==> src/rtl/scan_frame_packer.sv <==
// Packs one 8-bit sample per scanned channel into ping-pong buffers and streams each scan as
// HDR0 HDR1 SEQ DATA[0..NUM_CH-1] CHECK through a show-ahead read port. Macro FRAME_CRC8_EN selects CRC-8.
module scan_frame_packer #(
  parameter int         NUM_CH = 24,
  parameter logic [7:0] HDR0   = 8'hAA,
  parameter logic [7:0] HDR1   = 8'h55
) (
  input  logic       clk,
  input  logic       reset_n,
  input  logic       sample_valid,
  input  logic [5:0] sample_addr,
  input  logic [7:0] sample_data,
  input  logic       tx_rdreq,
  output logic [7:0] tx_data,
  output logic       tx_empty,
  output logic       busy,
  output logic [7:0] overrun_cnt,
  output logic       frame_err
);

  typedef enum logic [2:0] {S_IDLE, S_HDR0, S_HDR1, S_SEQ, S_DATA, S_CSUM} state_t;

  localparam logic [5:0] LAST_ADDR = 6'(NUM_CH - 1);

  // Running check-byte update; the CRC variant is MSB-first, poly 0x07, no reflection.
  function automatic logic [7:0] chk_upd(input logic [7:0] acc, input logic [7:0] din);
    logic [7:0] c;
`ifdef FRAME_CRC8_EN
    c = acc ^ din;
    for (int i = 0; i < 8; i++) begin
      c = c[7] ? ((c << 1) ^ 8'h07) : (c << 1);
    end
`else
    c = acc + din;
`endif
    return c;
  endfunction

  logic [7:0]        mem_r [0:127];
  logic [NUM_CH-1:0] mask_r, onehot_s, mask_upd_s;
  logic              cap_sel_r, send_sel_r;
  logic [7:0]        overrun_cnt_r;
  logic              frame_err_r;
  logic              wr_s, commit_s, accept_s, pop_s, release_s;

  state_t     state_r, state_nx;
  logic [5:0] idx_r, idx_nx, rd_idx_s;
  logic [7:0] chk_r, chk_nx, seq_r, seq_nx, tx_data_r, tx_data_nx, rd_byte_s;
  logic       tx_empty_r, busy_r;

  assign wr_s      = sample_valid && (sample_addr <= LAST_ADDR);
  assign commit_s  = wr_s && (sample_addr == LAST_ADDR);
  assign pop_s     = tx_rdreq && !tx_empty_r;
  assign release_s = (state_r == S_CSUM) && pop_s;
  assign accept_s  = commit_s && ((state_r == S_IDLE) || release_s);

  // Mask as it stands including the current write; addr 0 starts a fresh frame.
  always_comb begin
    onehot_s = {NUM_CH{1'b0}};
    for (int i = 0; i < NUM_CH; i++) begin
      onehot_s[i] = (sample_addr == 6'(i));
    end
    mask_upd_s = ((sample_addr == 6'd0) ? {NUM_CH{1'b0}} : mask_r) | onehot_s;
  end

  // Frame buffer storage; contents are not reset.
  always_ff @(posedge clk) begin
    if (wr_s) begin
      mem_r[{cap_sel_r, sample_addr}] <= sample_data;
    end
  end

  // Capture bookkeeping: mask, buffer selection, overrun counting and frame error pulse.
  always_ff @(posedge clk or negedge reset_n) begin
    if (!reset_n) begin
      mask_r        <= {NUM_CH{1'b0}};
      cap_sel_r     <= 1'b0;
      send_sel_r    <= 1'b0;
      overrun_cnt_r <= 8'd0;
      frame_err_r   <= 1'b0;
    end else begin
      frame_err_r <= 1'b0;
      if (commit_s) begin
        mask_r      <= {NUM_CH{1'b0}};
        frame_err_r <= ~&mask_upd_s;
        if (accept_s) begin
          cap_sel_r  <= ~cap_sel_r;
          send_sel_r <= cap_sel_r;
        end else if (overrun_cnt_r != 8'hFF) begin
          overrun_cnt_r <= overrun_cnt_r + 8'd1;
        end
      end else if (wr_s) begin
        mask_r <= mask_upd_s;
      end
    end
  end

  // Show-ahead read of the next data byte from the buffer being sent.
  assign rd_idx_s  = (state_r == S_DATA) ? (idx_r + 6'd1) : 6'd0;
  assign rd_byte_s = mem_r[{send_sel_r, rd_idx_s}];

  // Sender next-state and next-byte selection.
  always_comb begin
    state_nx   = state_r;
    idx_nx     = idx_r;
    chk_nx     = chk_r;
    seq_nx     = seq_r;
    tx_data_nx = tx_data_r;
    case (state_r)
      S_IDLE: begin
        if (accept_s) begin
          state_nx   = S_HDR0;
          tx_data_nx = HDR0;
        end else begin
          state_nx = S_IDLE;
        end
      end
      S_HDR0: begin
        if (pop_s) begin
          state_nx   = S_HDR1;
          tx_data_nx = HDR1;
        end else begin
          state_nx = S_HDR0;
        end
      end
      S_HDR1: begin
        if (pop_s) begin
          state_nx   = S_SEQ;
          tx_data_nx = seq_r;
        end else begin
          state_nx = S_HDR1;
        end
      end
      S_SEQ: begin
        if (pop_s) begin
          state_nx   = S_DATA;
          idx_nx     = 6'd0;
          chk_nx     = chk_upd(8'h00, seq_r);
          tx_data_nx = rd_byte_s;
        end else begin
          state_nx = S_SEQ;
        end
      end
      S_DATA: begin
        if (pop_s && (idx_r == LAST_ADDR)) begin
          state_nx   = S_CSUM;
          tx_data_nx = chk_upd(chk_r, tx_data_r);
        end else if (pop_s) begin
          idx_nx     = idx_r + 6'd1;
          chk_nx     = chk_upd(chk_r, tx_data_r);
          tx_data_nx = rd_byte_s;
        end else begin
          state_nx = S_DATA;
        end
      end
      S_CSUM: begin
        if (pop_s) begin
          seq_nx = seq_r + 8'd1;
          if (accept_s) begin
            state_nx   = S_HDR0;
            tx_data_nx = HDR0;
          end else begin
            state_nx   = S_IDLE;
            tx_data_nx = 8'h00;
          end
        end else begin
          state_nx = S_CSUM;
        end
      end
      default: begin
        state_nx   = S_IDLE;
        tx_data_nx = 8'h00;
      end
    endcase
  end

  // Sender state and registered read-port outputs.
  always_ff @(posedge clk or negedge reset_n) begin
    if (!reset_n) begin
      state_r    <= S_IDLE;
      idx_r      <= 6'd0;
      chk_r      <= 8'h00;
      seq_r      <= 8'h00;
      tx_data_r  <= 8'h00;
      tx_empty_r <= 1'b1;
      busy_r     <= 1'b0;
    end else begin
      state_r    <= state_nx;
      idx_r      <= idx_nx;
      chk_r      <= chk_nx;
      seq_r      <= seq_nx;
      tx_data_r  <= tx_data_nx;
      tx_empty_r <= (state_nx == S_IDLE);
      busy_r     <= (state_nx != S_IDLE);
    end
  end

  assign tx_data     = tx_data_r;
  assign tx_empty    = tx_empty_r;
  assign busy        = busy_r;
  assign overrun_cnt = overrun_cnt_r;
  assign frame_err   = frame_err_r;

endmodule

==> config.mk <==
export PLATFORM = sky130hd
export DESIGN_NAME = scan_frame_packer
export DESIGN_NICKNAME = d
export VERILOG_FILES = /design/src/rtl/scan_frame_packer.sv
export SDC_FILE = /design/constraint.sdc
export NUM_CORES = 1
export LEC_CHECK = 0
export BUFFER_PORTS_ARGS = -buffer_cell sky130_fd_sc_hd__buf_2
export CAP_MARGIN = 10
export CORE_ASPECT_RATIO = 1.4
export CORE_MARGIN = 2
export CORE_UTILIZATION = 30
export DETAILED_ROUTE_END_ITERATION = 8
export REMOVE_ABC_BUFFERS = 1
export SLEW_MARGIN = 10
export SYNTH_ARGS = -nofsm -noshare
export SYNTH_HDL_FRONTEND = slang
export SYNTH_SLANG_ARGS = --single-unit
==> constraint.sdc <==
create_clock -name clk -period 5.8 [get_ports clk]
set_input_delay 0.29 -clock clk [delete_from_list [all_inputs] [get_ports clk]]
set_output_delay 0.29 -clock clk [all_outputs]
set_load 0.02 [all_outputs]
# Word-level counts from Yosys, hierarchy flattened
# Memories as Yosys holds them, arrays and structs flattened.
# Index checks and enable logic that the tools add are counted.
# classes
order_cmp	1
muxes	30
n_reduce_logical	21
eq_ne	37
n_bitwise	3
n_addsub	4
# op_table
operator	n
$mux 24	3
$mux 8	9
$eq 6x5->1 const B	9
$eq 6x4->1 const B	8
$pmux 8 s6	1
$eq 6x3->1 const B	4
$mux 6	4
$or 24x24->24	1
$reduce_and 24->1	1
$pmux 3 s6	1
$add 8x1->8 const B	2
$pmux 8 s2	1
$ne 2x2->1 const B	7
$eq 6x2->1 const B	2
$mux 3	4
$pmux 6 s2	1
$add 8x8->8	1
$ne 8x8->1 const B	1
$reduce_and 4->1	2
$add 6x1->6 const B	1
$eq 3x2->1 const B	2
$eq 3x3->1 const B	2
$eq 6x1->1 const B	1
$le 6x5->1 const B	1
other kinds (13)	27
# totals
mem_count	1
output_inout_bits	19
regBits	70
wordCells	109
mem_bits_rw	1024
# memory_table
name	depth	word_bits	read_ports	rd_clocked_by_memory_dff	write_ports	line	rtl
mem_r	128	8	1	0	1	39	logic [7:0] mem_r [0:127];

# Depth between registers and ports, before layout
# depth
word_depth	9
mapped_depth	13

# Worst setup path before layout
# No wires, ideal clock.
# synth_timing
kind	reg-to-reg
start	register idx_r[0]
end	register tx_data_r[5] (netlist: tx_data[5])
setup_ps	119
required_ps	5681
stages_incl_launch_ff	12
arrival_time_ps	2686
setup_slack_ps	2995
cell_sequence	dfrtp_1 > ha_1 > clkbuf_1 > nor4bb_1 > buf_2 > buf_4 > clkbuf_1 > o21ai_0 > and4_1 > a2111oi_2 > o211ai_1 > o21ba_1
# synth_between
elab_chain_cells	6
word_cells_on_any_way	8
# synth_rtl
item	line	rtl
start, declared	47	logic [5:0] idx_r, idx_nx, rd_idx_s;
start signal, assigned	189	idx_r <= idx_nx;
$add 6x1->6	99	assign rd_idx_s = (state_r == S_DATA) ? (idx_r + 6'd1) : 6'd0;
$mux 6	99	
$mem_v2 128x8	--	
$mux 8	135, 148	
$mux 8	145	if (pop_s && (idx_r == LAST_ADDR)) begin
$pmux 8 s6 *	109	case (state_r)
end signal, assigned	192	tx_data_r <= tx_data_nx;
end, declared	48	logic [7:0] chk_r, chk_nx, seq_r, seq_nx, tx_data_r, tx_data_nx, rd_byte_s;
# Every way passes the cells marked *; elsewhere a longest branch is shown, timed or not.
# A chain may end at the register's enable or synchronous reset.

# Worst setup path after layout
# layout_timing
start	register state_r[2]
end	register tx_data_r[4] (netlist: tx_data[4])
# layout_between
elab_chain_cells	6
word_cells_on_any_way	19
# layout_rtl
item	line	rtl
start, declared	46	state_t state_r, state_nx;
start signal, assigned	188	state_r <= state_nx;
$eq 3x3->1, on equally long branches	99, 109, 54	
$mux 6 or $logic_and 1x1->1 (tied branches)	99, 54	
$mem_v2 128x8 or $logic_or 1x1->1 (tied branches)	--	
$mux 8 or $logic_and 1x1->1 (tied branches)	135, 148, 55	
$mux 8 or $ne 2x2->1 (tied branches)	--	
$pmux 8 s6 or $reduce_and 4->1 (tied branches)	--	
# Several ways; a longest one is shown, not always the timed one.

==> metrics.md <==
| Metric | Value |
|---|---|
| Outcome | `completed` |
| Critical path class | `register to register` |
| Leakage | `between 15 and 20 nW` |
| Slew HR | `0.220` |
| DRC | `0` |
| Min Tclk post-route | `4450 ps` |
| R2R setup slack | `approximately 1400 ps` |
| Worst R2R Path Depth | `9` |
| Worst Hold Depth | `3` |
| Fin crit share | `0.767` |
| DR WL/cell | `roughly 21 µm` |
| GRT Util Overall | `0.159` |
| Die span in y | `~460 µm` |
| I/O Buffers | `36` |
| Crit path depth | `9` |
| Post-synth EDFFs | `between 1000 and 1500` |
| Mean post-synth cell area | `about 14 µm²` |
| Clock Tree Root | `clkbuf_16` |
| Fin area | `about 52000 µm²` |
| Synth Warn # | `0` |
| Clk_skew | `about 22 ps` |
| Chip Width | `330 µm` |
| Worst hold path type | `primary input to register` |
| Final hold vios | `0` |
| Pwr Total | `roughly 20 mW` |
| Pwr/cell area | `372 nW/µm²` |
| Nets | `~3800` |
| Initial Util | `0.301` |
| CORE AREA | `around 150000 µm²` |
| Netlist cell types | `90` |
| Share of the yosys chip area belonging to registers | `0.730` |
| Final GP Congestion | `0.896` |
| WP data required | `~6400 ps` |
| CTS max path bufs | `3` |
| Measured slew at the worst slew-check pin | `approximately 1200 ps` |
| Area Overhead vs Synth | `17.9%` |
| Detailed Place HPWL | `76.1 mm` |
| Buf/Inv on CP | `1` |
| Worst-path clk slew | `around 70 ps` |
| Grt total ovfl | `0` |
| Setup TNS | `0 ps` |
| Hold slack final | `55.2 ps` |
| Final setup violation count | `0` |
| Crit. End Element | `register` |
| Crit-path max cell delay | `940 ps` |
| CP startpoint kind | `register` |
| Via count of the first global-routing pass | `roughly 28000` |
| Clock sink total | `1094` |
| Largest net degree at the start of global routing | `93` |
| Io pins | `37` |
| Max_cap viols | `0` |
| RSZ-0062 raised after global routing | `false` |
| First-pass DRT Iterations | `6` |
| Mapped cell area | `44500 µm²` |
| Layout cells sized above 1 | `0.0809` |
| Critical-path top delay cell | `dfrtp_1` |
| Top_reg_cell synth | `edfxtp_1` |
| # rows | `167` |
| F_max | `approximately 0.22 GHz` |
| Slew Limit Fails | `0` |
| Peak supply drop | `approximately 0.23 mV` |
| Crit Path Max Fanout | `31` |
| Total Wirelength | `121 mm` |
| Cells after Synth | `about 3100` |
| Clk_lat worst skew | `roughly 690 ps` |
| Post-placement cell area | `about 50000 µm²` |
| H-tree depth | `3` |
| Antenna-violating nets left | `0` |
| Via/cell ratio | `about 4.9` |
| Initial DRC count | `2673` |
| Via count | `between 20000 and 30000` |
| Initial antenna violation count | `3` |
| Asr flop ratio synth | `0.0640` |
| Worst path cell trace | `or3b_2 > nor2_4 > buf_4 > a221oi_1 > nor3_1 > a211oi_1 > o311ai_0 > o2111ai_1 > a31oi_1` |
| First-pass GRT wire length | `approximately 180 mm` |
| Total CTS buffers | `between 90 and 100` |
| CP top delay family | `compound AO/OA/AOI/OAI gates` |
| Die ar. | `approximately 150000 µm²` |
| #FFs+latches synth | `1094` |
| TritonCTS clock tree | `yes` |
| Critical Path AT | `~5100 ps` |
## repair_timing
action,in CTS,in global routing
hold buffers,3,0
setup buffers,0,0
hold endpoints to repair,70,0
resized for setup,0,0
## metrics by stage
step / instances / setup slack (ps) / util
after global placement: 5596 / 1300 / 0.335
after global routing: 5778 / 1190 / 0.355
final: 5778 / 1350 / 0.355
after CTS: 5777 / 1350 / 0.355
after detailed placement: 5596 / 1350 / 0.335
after floorplan: 3533 / -5260 / -
## kinds of logic (layout without fill, tap and decap cells)
kind of cell / count (synthesis) / in the layout / synth area share
fa+ha+maj: 11 / 11 / 0.00326
mux: 169 / 169 / 0.0406
flops: 1094 / 1094 / 0.730
xor+xnor: 28 / 28 / 0.00551
compound gates: 638 / 638 / 0.102
other cells: 1 / 641 / 0.0000842
simple gates: 945 / 945 / 0.0955
buf+inv: 224 / 309 / 0.0226
## worst paths after layout
| check | from | to |
|---|---|---|
| worst max-delay path | state_r[2] | tx_data[4] |
| worst min-delay path | sample_addr[3] | mask_r[11] |
| worst max register to register | state_r[2] | tx_data[4] |
| worst min register to register | mask_r[21] | mask_r[21] |
| max in group asynchronous | reset_n | idx_r[0] |
| min in group asynchronous | reset_n | mask_r[14] |
## cells in the final DEF, fill, tap and decap left out, drive strengths merged, types with 16 or more instances in the layout
cell type  count
edfxtp      1024
conb         640
nand2        488
nand3        175
mux2i        141
clkbuf       121
buf          120
o21ai        109
nor2         107
a21oi         95
a221oi        93
dfrtp         69
a211oi        68
a31oi         49
clkinv        46
nor3          45
a32oi         36
a22oi         32
and3          30
nor2b         22
nand4         21
mux2          21
xnor2         17
o211ai        16
## where the power goes
group | internal, mW | switching (mW) | total (mW) | leakage [nW]
clock | 3.38 | 2.88 | 6.25 | 1.47
sequential | 9.17 | 0.340 | 9.51 | 10.6
combinational | 1.18 | 2.58 | 3.76 | 6.30
## state kept, by name (all words and copies together), names as in the netlist, 3 cells and up
signal and cells:
mem_r 1024, mask_r 24, chk_r 8, overrun_cnt 8
seq_r 8, tx_data 8, idx_r 6, state_r 3
## Yosys cell counts, types with 17 or more instances
library cell  number  area share
a211oi_1          68       0.011
a21oi_1           95       0.011
a221oi_1          92       0.018
a22oi_1           32      0.0054
a31oi_1           49      0.0069
a32oi_1           36      0.0071
and3_1            30      0.0042
buf_1             29      0.0024
buf_2             82      0.0092
clkbuf_1          94      0.0079
dfrtp_1           69       0.039
edfxtp_1        1024        0.69
mux2_2            21      0.0053
mux2i_1          140       0.031
nand2_1          488       0.041
nand3_1          175       0.020
nand4_1           21      0.0030
nor2_1           106      0.0089
nor2b_1           22      0.0031
nor3_1            44      0.0049
o21ai_0          106       0.012
xnor2_1           17      0.0033
## per-layer routing
layer,global-route usage,share of wire
met1,0.187,0.38
met3,0.0263,0.060
met4,0.0667,0.042
met5,0,0.00044
met2,0.285,0.52
## worst reg2reg max path: stages (launching register included)
cell       delay (ps)
dfrtp_1           940
or3b_2            870
nor2_4            280
buf_4             390
a221oi_1          120
nor3_1            220
a211oi_1           70
o311ai_0          800
o2111ai_1         400
a31oi_1           260
## area by class of cell
class	instances	area, µm²
sequential	1094	32500
multi-input combinational	2431	13500
inverter	8	32.5
antenna	1	2.50
clock buffer	121	2580
fill	14189	95200
timing repair buffer	123	1000
clock inverter	57	420
tap	1943	2430
(Power assumes the default switching activity.)
